--- src/rtl/dbus_issuer_pkg.sv ---
// rtl/dbus_issuer_pkg.sv - shared types and constants for the MEMORY-stage data-bus issuer
package dbus_issuer_pkg;

  // Bus transfer size encoding; every request uses a full word.
  typedef enum logic [2:0] {
    MSIZE1 = 3'd0,
    MSIZE2 = 3'd1,
    MSIZE4 = 3'd2
  } msize_t;

  // MIPS primary opcodes of the only instructions that reach the data bus.
  localparam logic [5:0] ICODE_LW = 6'h23;
  localparam logic [5:0] ICODE_SW = 6'h2b;

  typedef enum logic [1:0] {
    IDLE = 2'd0,
    ADDR = 2'd1,
    DATA = 2'd2,
    DONE = 2'd3
  } dbus_state_t;

  function automatic logic is_mem_op(input logic [5:0] icode);
    return (icode == ICODE_LW) || (icode == ICODE_SW);
  endfunction

endpackage

--- src/rtl/dbus_issuer.sv ---
// rtl/dbus_issuer.sv - issues LW/SW data-bus requests and stalls the pipeline until the response
//
// Ports:
//   clk, resetn                    pipeline clock, asynchronous active-low reset
//   x_pc, x_icode, x_addr, x_wdata instruction entering MEMORY (x_pc == 0 is a bubble)
//   dreq_valid/addr/size/strobe/data  request channel, driven only from holding registers
//   dresp_addr_ok, dresp_data_ok, dresp_data  response channel
//   mem_stall                      freezes EXECUTE, the M register and everything upstream
//   m_data                         last load word returned, registered
//   addr_err                       one-cycle pulse on a misaligned LW/SW seen in IDLE
module dbus_issuer
  import dbus_issuer_pkg::*;
#(
  parameter int ADDR_W = 32,
  parameter int DATA_W = 32
) (
  input  logic              clk,
  input  logic              resetn,
  input  logic [31:0]       x_pc,
  input  logic [5:0]        x_icode,
  input  logic [ADDR_W-1:0] x_addr,
  input  logic [DATA_W-1:0] x_wdata,
  output logic              dreq_valid,
  output logic [ADDR_W-1:0] dreq_addr,
  output logic [2:0]        dreq_size,
  output logic [3:0]        dreq_strobe,
  output logic [DATA_W-1:0] dreq_data,
  input  logic              dresp_addr_ok,
  input  logic              dresp_data_ok,
  input  logic [DATA_W-1:0] dresp_data,
  output logic              mem_stall,
  output logic [DATA_W-1:0] m_data,
  output logic              addr_err
);

  dbus_state_t       state_q, state_d;
  logic [5:0]        icode_q;
  logic [ADDR_W-1:0] addr_q;
  logic [DATA_W-1:0] wdata_q;
  logic [DATA_W-1:0] m_data_q;

  logic x_mem_op;
  logic x_req;
  logic x_misaligned;
  logic latch_req;
  logic capture;
  logic valid_raw;
  logic stall_raw;
  logic err_raw;

  assign x_mem_op     = (x_pc != 32'd0) && is_mem_op(x_icode);
  assign x_req        = x_mem_op && (x_addr[1:0] == 2'b00);
  assign x_misaligned = x_mem_op && (x_addr[1:0] != 2'b00);

  always_comb begin
    state_d   = state_q;
    latch_req = 1'b0;
    capture   = 1'b0;
    valid_raw = 1'b0;
    stall_raw = 1'b0;
    err_raw   = 1'b0;
    unique case (state_q)
      IDLE: begin
        // Stall in the same cycle the request is seen so the M register holds it.
        if (x_req) begin
          state_d   = ADDR;
          latch_req = 1'b1;
          stall_raw = 1'b1;
        end else if (x_misaligned) begin
          err_raw = 1'b1;
        end
      end
      ADDR: begin
        valid_raw = 1'b1;
        stall_raw = 1'b1;
        // A data_ok without addr_ok here is a protocol violation and is ignored.
        if (dresp_addr_ok) begin
          if (dresp_data_ok) begin
            state_d = DONE;
            capture = 1'b1;
          end else begin
            state_d = DATA;
          end
        end
      end
      DATA: begin
        stall_raw = 1'b1;
        if (dresp_data_ok) begin
          state_d = DONE;
          capture = 1'b1;
        end
      end
      DONE: begin
        // The held instruction is still on x_*; never look at it here.
        state_d = IDLE;
      end
      default: state_d = IDLE;
    endcase
  end

  always_ff @(posedge clk or negedge resetn) begin
    if (!resetn) begin
      state_q  <= IDLE;
      icode_q  <= 6'd0;
      addr_q   <= '0;
      wdata_q  <= '0;
      m_data_q <= '0;
    end else begin
      state_q <= state_d;
      if (latch_req) begin
        icode_q <= x_icode;
        addr_q  <= x_addr;
        wdata_q <= x_wdata;
      end
      if (capture && (icode_q == ICODE_LW)) begin
        m_data_q <= dresp_data;
      end
    end
  end

  // The IDLE-cycle stall and error are combinational from x_*, so they are
  // gated by resetn to stay low while reset is held.
  assign dreq_valid  = valid_raw;
  assign mem_stall   = stall_raw & resetn;
  assign addr_err    = err_raw & resetn;
  assign dreq_addr   = addr_q;
  assign dreq_data   = wdata_q;
  assign dreq_size   = MSIZE4;
  assign dreq_strobe = (icode_q == ICODE_SW) ? 4'b1111 : 4'b0000;
  assign m_data      = m_data_q;

endmodule

--- config.mk ---
export PLATFORM = sky130hd
export DESIGN_NAME = dbus_issuer
export DESIGN_NICKNAME = d
export VERILOG_FILES = /design/src/rtl/dbus_issuer_pkg.sv /design/src/rtl/dbus_issuer.sv
export SDC_FILE = /design/constraint.sdc
export NUM_CORES = 1
export LEC_CHECK = 0
export ABC_AREA = 0
export BUFFER_PORTS_ARGS = -buffer_cell sky130_fd_sc_hd__buf_2
export CORE_ASPECT_RATIO = 0.7
export CORE_MARGIN = 10
export CORE_UTILIZATION = 48
export CTS_CLUSTER_DIAMETER = 120
export CTS_CLUSTER_SIZE = 10
export DETAILED_ROUTE_END_ITERATION = 8
export PLACE_DENSITY = 0.86
export SLEW_MARGIN = 40
export SYNTH_ARGS = -nofsm -noshare
export SYNTH_HDL_FRONTEND = slang
export SYNTH_SLANG_ARGS = --single-unit
export TNS_END_PERCENT = 1
--- constraint.sdc ---
create_clock -name clk -period 4.6 [get_ports clk]
set_input_delay 0.46 -clock clk [delete_from_list [all_inputs] [get_ports clk]]
set_output_delay 0.46 -clock clk [all_outputs]
set_load 0.02 [all_outputs]
==> results of run 1 <==
==> registers in the layout (all words and copies together), names as in the netlist <==
name / flops
dreq_addr: 32
dreq_data: 32
icode_q: 6
m_data: 32
state_q: 2
==> stage by stage <==
stage	setup slack [ns]	area (um2)	hold slack (ns)	instances
floorplan	2.34	4370	0.164	272
global placement	2.00	5550	0.450	621
detailed placement	1.89	5550	0.458	621
CTS	2.25	5860	0.148	637
global route	2.13	5860	0.172	637
finish	2.27	5860	0.130	637
==> per-layer routing <==
metal	up-vias	wire length [um]	global-route usage
met1	1490	4690	0.201
li1	1413	-	-
met5	-	0	0
met4	0	137	0.0484
met3	14	1430	0.0942
met2	184	5910	0.291
==> cells by family after synthesis <==
kind of cell               synth area share
and+or+nand+nor                      0.0488
muxes                                 0.274
other                               0.00172
AOI/OAI and AO/OA                    0.0161
DFF                                   0.597
adders and majority gates            0.0143
buffers and inverters                0.0482
==> layout make-up <==
type,instances,share of cell area
inverter,5,0.00320
tap,124,0.0265
clock buffer,12,0.0438
multi-input combinational,146,0.265
timing repair buffer,242,0.209
clock inverter,4,0.00896
sequential,104,0.444
==> cell usage in the layout (no fill, tap or decap) <==
cell type and n:
and2_1 4, or4_1 1, nand2b_1 3, nand4_1 3, clkbuf_8 2, dfrtp_1 104
buf_4 2, ha_1 5, and4bb_1 1, clkbuf_16 9, mux2_4 31, a211o_1 1
clkinvlp_4 3, o21ai_0 1, o22a_1 1, nor2_1 5, o32a_1 1, nand2_1 3
buf_2 239, clkbuf_1 1, mux2_2 65, buf_6 1, or4_4 1, conb_1 3
inv_1 5, nor4_1 10, and2_2 1, nor3b_1 1, o2111ai_4 1, a21oi_1 1
o22ai_1 1, bufinv_16 1, nor2b_1 1, nor3_1 1
==> synth_stat cells <==
library cell,n,share of area
a211o_1,1,0.0020
a21oi_1,1,0.0011
and2_1,4,0.0057
and2_2,1,0.0017
and4bb_1,1,0.0029
buf_12,3,0.014
buf_4,7,0.012
buf_6,7,0.018
conb_1,2,0.0017
dfrtp_1,104,0.60
ha_1,5,0.014
inv_1,5,0.0043
mux2_2,65,0.17
mux2_4,31,0.11
nand2_1,3,0.0026
nand2b_1,3,0.0043
nand4_1,3,0.0043
nor2_1,5,0.0043
nor2b_1,1,0.0014
nor3_1,1,0.0011
nor3b_1,1,0.0017
nor4_1,10,0.014
o2111ai_4,1,0.0060
o21ai_0,1,0.0011
o22a_1,1,0.0020
o22ai_1,1,0.0014
o32a_1,1,0.0023
or4_1,1,0.0017
or4_4,1,0.0026
==> final timing paths <==
path / slack (ns) / end / startpoint
worst max-delay path: 2.27 / mem_stall / state_q[0]$_DFFE_PN0P_
worst min-delay path: 0.13 / m_data[11]$_DFFE_PN0P_ / resetn
worst max register to register: 2.38 / m_data[18]$_DFFE_PN0P_ / state_q[1]$_DFFE_PN0P_
worst min register to register: 0.47 / icode_q[5]$_DFFE_PN0P_ / icode_q[5]$_DFFE_PN0P_
max in group asynchronous: 3.33 / dreq_data[1]$_DFFE_PN0P_ / resetn
min in group clk: 0.35 / dreq_addr[18]$_DFFE_PN0P_ / x_addr[18]
==> worst register-to-register path: stages (launching register included) <==
cell     delay [ns]
dfrtp_1        0.45
inv_1          0.12
ha_1           0.34
nand2_1        0.07
or4_4          0.70
mux2_4         0.43
==> power by group <==
part	leakage (nW)	internal [mW]	switching, mW
clock	0.141	0.452	0.316
sequential	1.44	0.998	0.0511
combinational	1.94	0.212	0.266
total	3.52	1.66	0.634
==> key figures, run 1 <==
Worst setup path
  • Crit end category: primary output
  • Worst setup SP type: register
  • Slowest stage delay, CP: 0.42 ns
  • Worst Path Max Fanout: 4
  • Req. time, crit path: 4.14 ns
  • Worst path top cell family by delay: flip-flops
  • Slowest cell on the critical path: dfrtp_1
  • Critical Path AT: 1.87 ns
  • Critical-path cell list: inv_1 > ha_1 > o2111ai_4 > nor2b_1 > nor3b_1 > buf_2
  • Stages on the worst setup path: 6
  • Worst Setup Path Type: register to primary output
  • WP buf/inv: 2
  • Reg2Reg Depth: 5

Logic synthesis
  • Avg Cell Area, Syn: 16.1 um2
  • Synthesized area: 4360 um2
  • Distinct cells, synth: 29
  • Synthesized instance count: 271
  • YS warnings: 0
  • Register bit total from synthesis: 104
  • Seq/Total Area, Yosys: 0.597

Job
  • Max_cap viols: 0

STA
  • Final hold violations: 0
  • Worst Max-Slew Pin Slew: 0.695 ns
  • Clk_skew: 0.00558 ns
  • Rel. slew slack: 0.536
  • Final slew viol count: 0
  • Post-Route Setup TNS: 0 ns
  • Achievable frequency: 428 MHz
  • Final-report setup violation count: 0
  • Post-layout min period: 2.33 ns
  • Crit share post-route: 0.507
  • RSZ-0062 raised after global routing: false

Placed design
  • Final Wtd Congestion: 0.848
  • DP HPWL: 9.76 mm
  • PortBufs: 240

Clock tree
  • Clk Latency, worst-skew pair: 0.34 ns
  • Reg clk slew, reported paths: 0.07 ns
  • CTS sink count: 104
  • Clk root buf: clkbuf_16
  • Clock buffer depth: 2
  • TritonCTS clock tree: done
  • Resize count post-CTS: 0
  • CTS Buf Count: 9
  • Post-CTS Setup Repair Bufs: 0
  • CTS hold repair buffers: 0
  • H-tree depth: 3

Final layout
  • Final core occ: 0.654
  • Share of cells above drive strength 1: 0.694
  • Inserted Diodes: 0
  • Final-layout fill cell count: 661
  • Final #Nets: 651
  • Multi-input logic area: 1550 um2
  • Area Growth Syn to Fin: 34.4%
  • Register area: 2600 um2

Die
  • Ports: 244
  • Row cnt: 29
  • Core area: 8960 um2
  • Die area: 13,400 um2
  • Die W: 134 um
  • Initial core utilization: 0.487
  • Die H: 99.8 um

Pwr
  • Peak VDD IR: 0.324 mV
  • Final Power: 2.30 mW
  • Power per cell area: 392 nW/um2
  • Pleak: 3.52 nW

GRT
  • Largest net degree at the start of global routing: 71
  • Tot GR Track Use: 0.178
  • First-pass GRT wire length: 19.0 mm
  • Initial antenna violation count: 0
  • Vias in the first global route: 3,474
  • GRT overflow: 0

Routing
  • Mean routed wirelength per cell: 19.1 um
  • Drt drc: 0
  • Final ANT Viol Nets: 0
  • Via Count: 3,101
  • Via/cell ratio: 4.87
  • DR pass1 iterations: 4
  • Total Wirelength: 12.2 mm
  • Iteration-0 DRC Markers: 101

Hold path
  • Worst min path class: input pin to async pin

Status
  • Outcome: finished, final reports clean
No activity file was read; power rests on OpenSTA's default activity.
==> inputs of run 2 (changes only) <==
- CORE_UTILIZATION: 48 -> 40
- PLACE_DENSITY: 0.86 -> 0.76
- clock period: 4.6 -> 1.95 ns (I/O delays scaled with it)
==> run 2 against run 1 <==
Final cell count up 5.2%. Sequential power is 130% higher. Via count up 2.3%. Routed wire length is 1.2% higher. First-iteration DRC count shrank 21%. Core utilization decreased by 7.8 points. Clock skew up 0.0025 ns. Worst hold slack worse by 0.045 ns. Combinational power grew to 2.8 times the previous value. Critical path depth unchanged.
==> key figures, run 2 (same netlist as run 1, synthesis figures left out) <==
Worst setup path
  • Setup crit start: state_q[1]$_DFFE_PN0P_
  • Stages on the worst setup path: 6
  • Worst Path Max Fanout: 32
  • Critical-path cell list: inv_2 > ha_4 > a21oi_1 > or4_4 > buf_12 > mux2_4
  • Reg-to-reg critical path startpoint: state_q[1]$_DFFE_PN0P_
  • WP buf/inv: 2
  • Reg2Reg Depth: 6
  • Worst setup SP type: register
  • Reg2reg setup slack: 0.04 ns
  • Worst setup path end: m_data[16]$_DFFE_PN0P_
  • Reg2reg end: m_data[16]$_DFFE_PN0P_
  • Critical Path AT: 2.13 ns
  • Worst Setup Path Type: register to register
  • Worst path top cell family by delay: simple AND/OR/NAND/NOR gates
  • Slowest cell on the critical path: or4_4
  • Req. time, crit path: 2.17 ns
  • Crit end category: register
  • Slowest stage delay, CP: 0.49 ns

Routing
  • DR top layer: met4
  • Drt drc: 0
  • Mean routed wirelength per cell: 18.4 um
  • Via Count: 3,173
  • Via/cell ratio: 4.74
  • M1 WL: 4.56 mm
  • Iteration-0 DRC Markers: 80
  • Met2 Routed Length: 5.73 mm
  • Total Wirelength: 12.3 mm
  • DR pass1 iterations: 4
  • Final ANT Viol Nets: 0
  • Metal3 WL: 1.92 mm

STA
  • Worst Max-Slew Pin Slew: 0.539 ns
  • Final-report setup violation count: 0
  • Clk_skew: 0.00808 ns
  • Final hold violations: 0
  • Post-layout min period: 1.91 ns
  • Crit share post-route: 0.981
  • Final slew viol count: 0
  • Rel. slew slack: 0.641
  • Achievable frequency: 522 MHz
  • RSZ-0062 raised after global routing: true

Clock tree
  • Clk root buf: clkbuf_16
  • H-tree depth: 3
  • TritonCTS clock tree: done
  • CTS Buf Count: 9
  • Clock buffer depth: 2
  • CTS sink count: 104
  • Clk Latency, worst-skew pair: 0.33 ns
  • Reg clk slew, reported paths: 0.07 ns

Die
  • Row cnt: 31
  • Core area: 10,500 um2
  • Die W: 145 um
  • Die H: 107 um
  • Die area: 15,600 um2
  • Initial core utilization: 0.415
  • Ports: 244

GRT
  • GRT overflow: 0
  • Tot GR Track Use: 0.157
  • Initial antenna violation count: 0
  • Vias in the first global route: 3,567
  • First-pass GRT wire length: 19.3 mm
  • Largest net degree at the start of global routing: 105

Final layout
  • Area Growth Syn to Fin: 38.9%
  • Post-route cell area: 6060 um2
  • Final-layout fill cell count: 857
  • Inserted Diodes: 0
  • Most frequent cells in the layout: 238 x buf_2, 104 x dfrtp_1, 65 x mux2_2, 31 x mux2_4, 10 x nor4_1
  • Share of cells above drive strength 1: 0.709
  • Commonest non-fill, non-tap cell in the layout: buf_2
  • Final #Nets: 661

Pwr
  • Power per cell area: 941 nW/um2
  • Peak VDD IR: 0.519 mV
  • Final Power: 5.70 mW
  • Pleak: 3.60 nW

Hold path
  • Worst min path class: input pin to register

Placed design
  • PortBufs: 240
  • Placed inst area: 5690 um2
  • DP HPWL: 9.75 mm
  • Final Wtd Congestion: 0.798

Status
  • Outcome: finished, final reports clean

Job
  • Max_cap viols: 0
==> run 2: cell count changes in the layout (fill, tap and decap cells not counted), moves of 2 or more <==
cell | previous run | this run
buf_12 | 0 | 4
buf_4 | 2 | 9
clkinvlp_4 | 3 | 1
ha_1 | 5 | 3
ha_4 | 0 | 2
inv_1 | 5 | 3
inv_2 | 0 | 2
==> run 2: area by class of cell <==
cell class | count | area (um2) | share of cell area
Clock inverter | 5 | 81.3 | 0.0134
Tap cell | 148 | 185 | 0.0306
Multi-Input combinational cell | 146 | 1580 | 0.261
Clock buffer | 10 | 239 | 0.0394
Sequential cell | 104 | 2600 | 0.429
Timing Repair Buffer | 252 | 1350 | 0.223
Inverter | 5 | 18.8 | 0.00310
==> run 2: stage by stage <==
| stage | std cells | hold slack (ns) | util | setup TNS, ns | setup WS, ns |
|---|---|---|---|---|---|
| 6_report | 670 | 0.0857 | 0.576 | 0 | 0.0361 |
| 5_1_grt | 670 | 0.0654 | 0.576 | -0.0866 | -0.0130 |
| 4_1_cts | 670 | 0.0655 | 0.576 | 0 | 0.0292 |
| 3_5_place_dp | 651 | 0.327 | 0.541 | 0 | 0.0157 |
| 3_3_place_gp | 651 | 0.323 | 0.541 | 0 | 0.0555 |
| 2_1_floorplan | 272 | -0.101 | - | 0 | 0.00427 |
==> run 2: where the power goes <==
part	internal [mW]	leakage, nW	switching [mW]
sequential	2.35	1.44	0.105
clock	1.15	0.155	0.759
combinational	0.635	2.01	0.692
total	4.14	3.60	1.56
==> run 2: worst register-to-register path, stage by stage, from the launching register on <==
cell     delay [ns]
dfrtp_1        0.41
inv_2          0.12
ha_4           0.16
a21oi_1        0.06
or4_4          0.49
buf_12         0.20
mux2_4         0.35
==> run 2: layer usage <==
| layer | GRT usage | vias to the layer above |
|---|---|---|
| met2 | 0.247 | 167 |
| met1 | 0.178 | 1556 |
| met4 | 0.0410 | 0 |
| met3 | 0.0922 | 9 |
| li1 | - | 1441 |
| met5 | 0 | - |
==> run 2: repair_timing <==
item                                   4_1_cts  5_1_grt
resized for setup                            3        1
setup buffers                                3        0
endpoints found under the hold margin      104        0
hold buffers                                 1        0
pin swaps                                    0        1
setup endpoints to repair                    1       15
==> run 2: worst min path at each step <==
| stage | from | to | slack [ns] | cells past startpoint |
|---|---|---|---|---|
| after CTS | x_wdata[8] | dreq_data[8]$_DFFE_PN0P_ | 0.07 | 2 |
| after global routing | x_wdata[13] | dreq_data[13]$_DFFE_PN0P_ | 0.07 | 2 |
| after global placement | resetn | icode_q[3]$_DFFE_PN0P_ | 0.32 | 2 |
| after floorplan | resetn | dreq_addr[0]$_DFFE_PN0P_ | -0.10 | 0 |
| final | x_wdata[4] | dreq_data[4]$_DFFE_PN0P_ | 0.09 | 2 |
| after detailed placement | resetn | dreq_data[2]$_DFFE_PN0P_ | 0.33 | 2 |
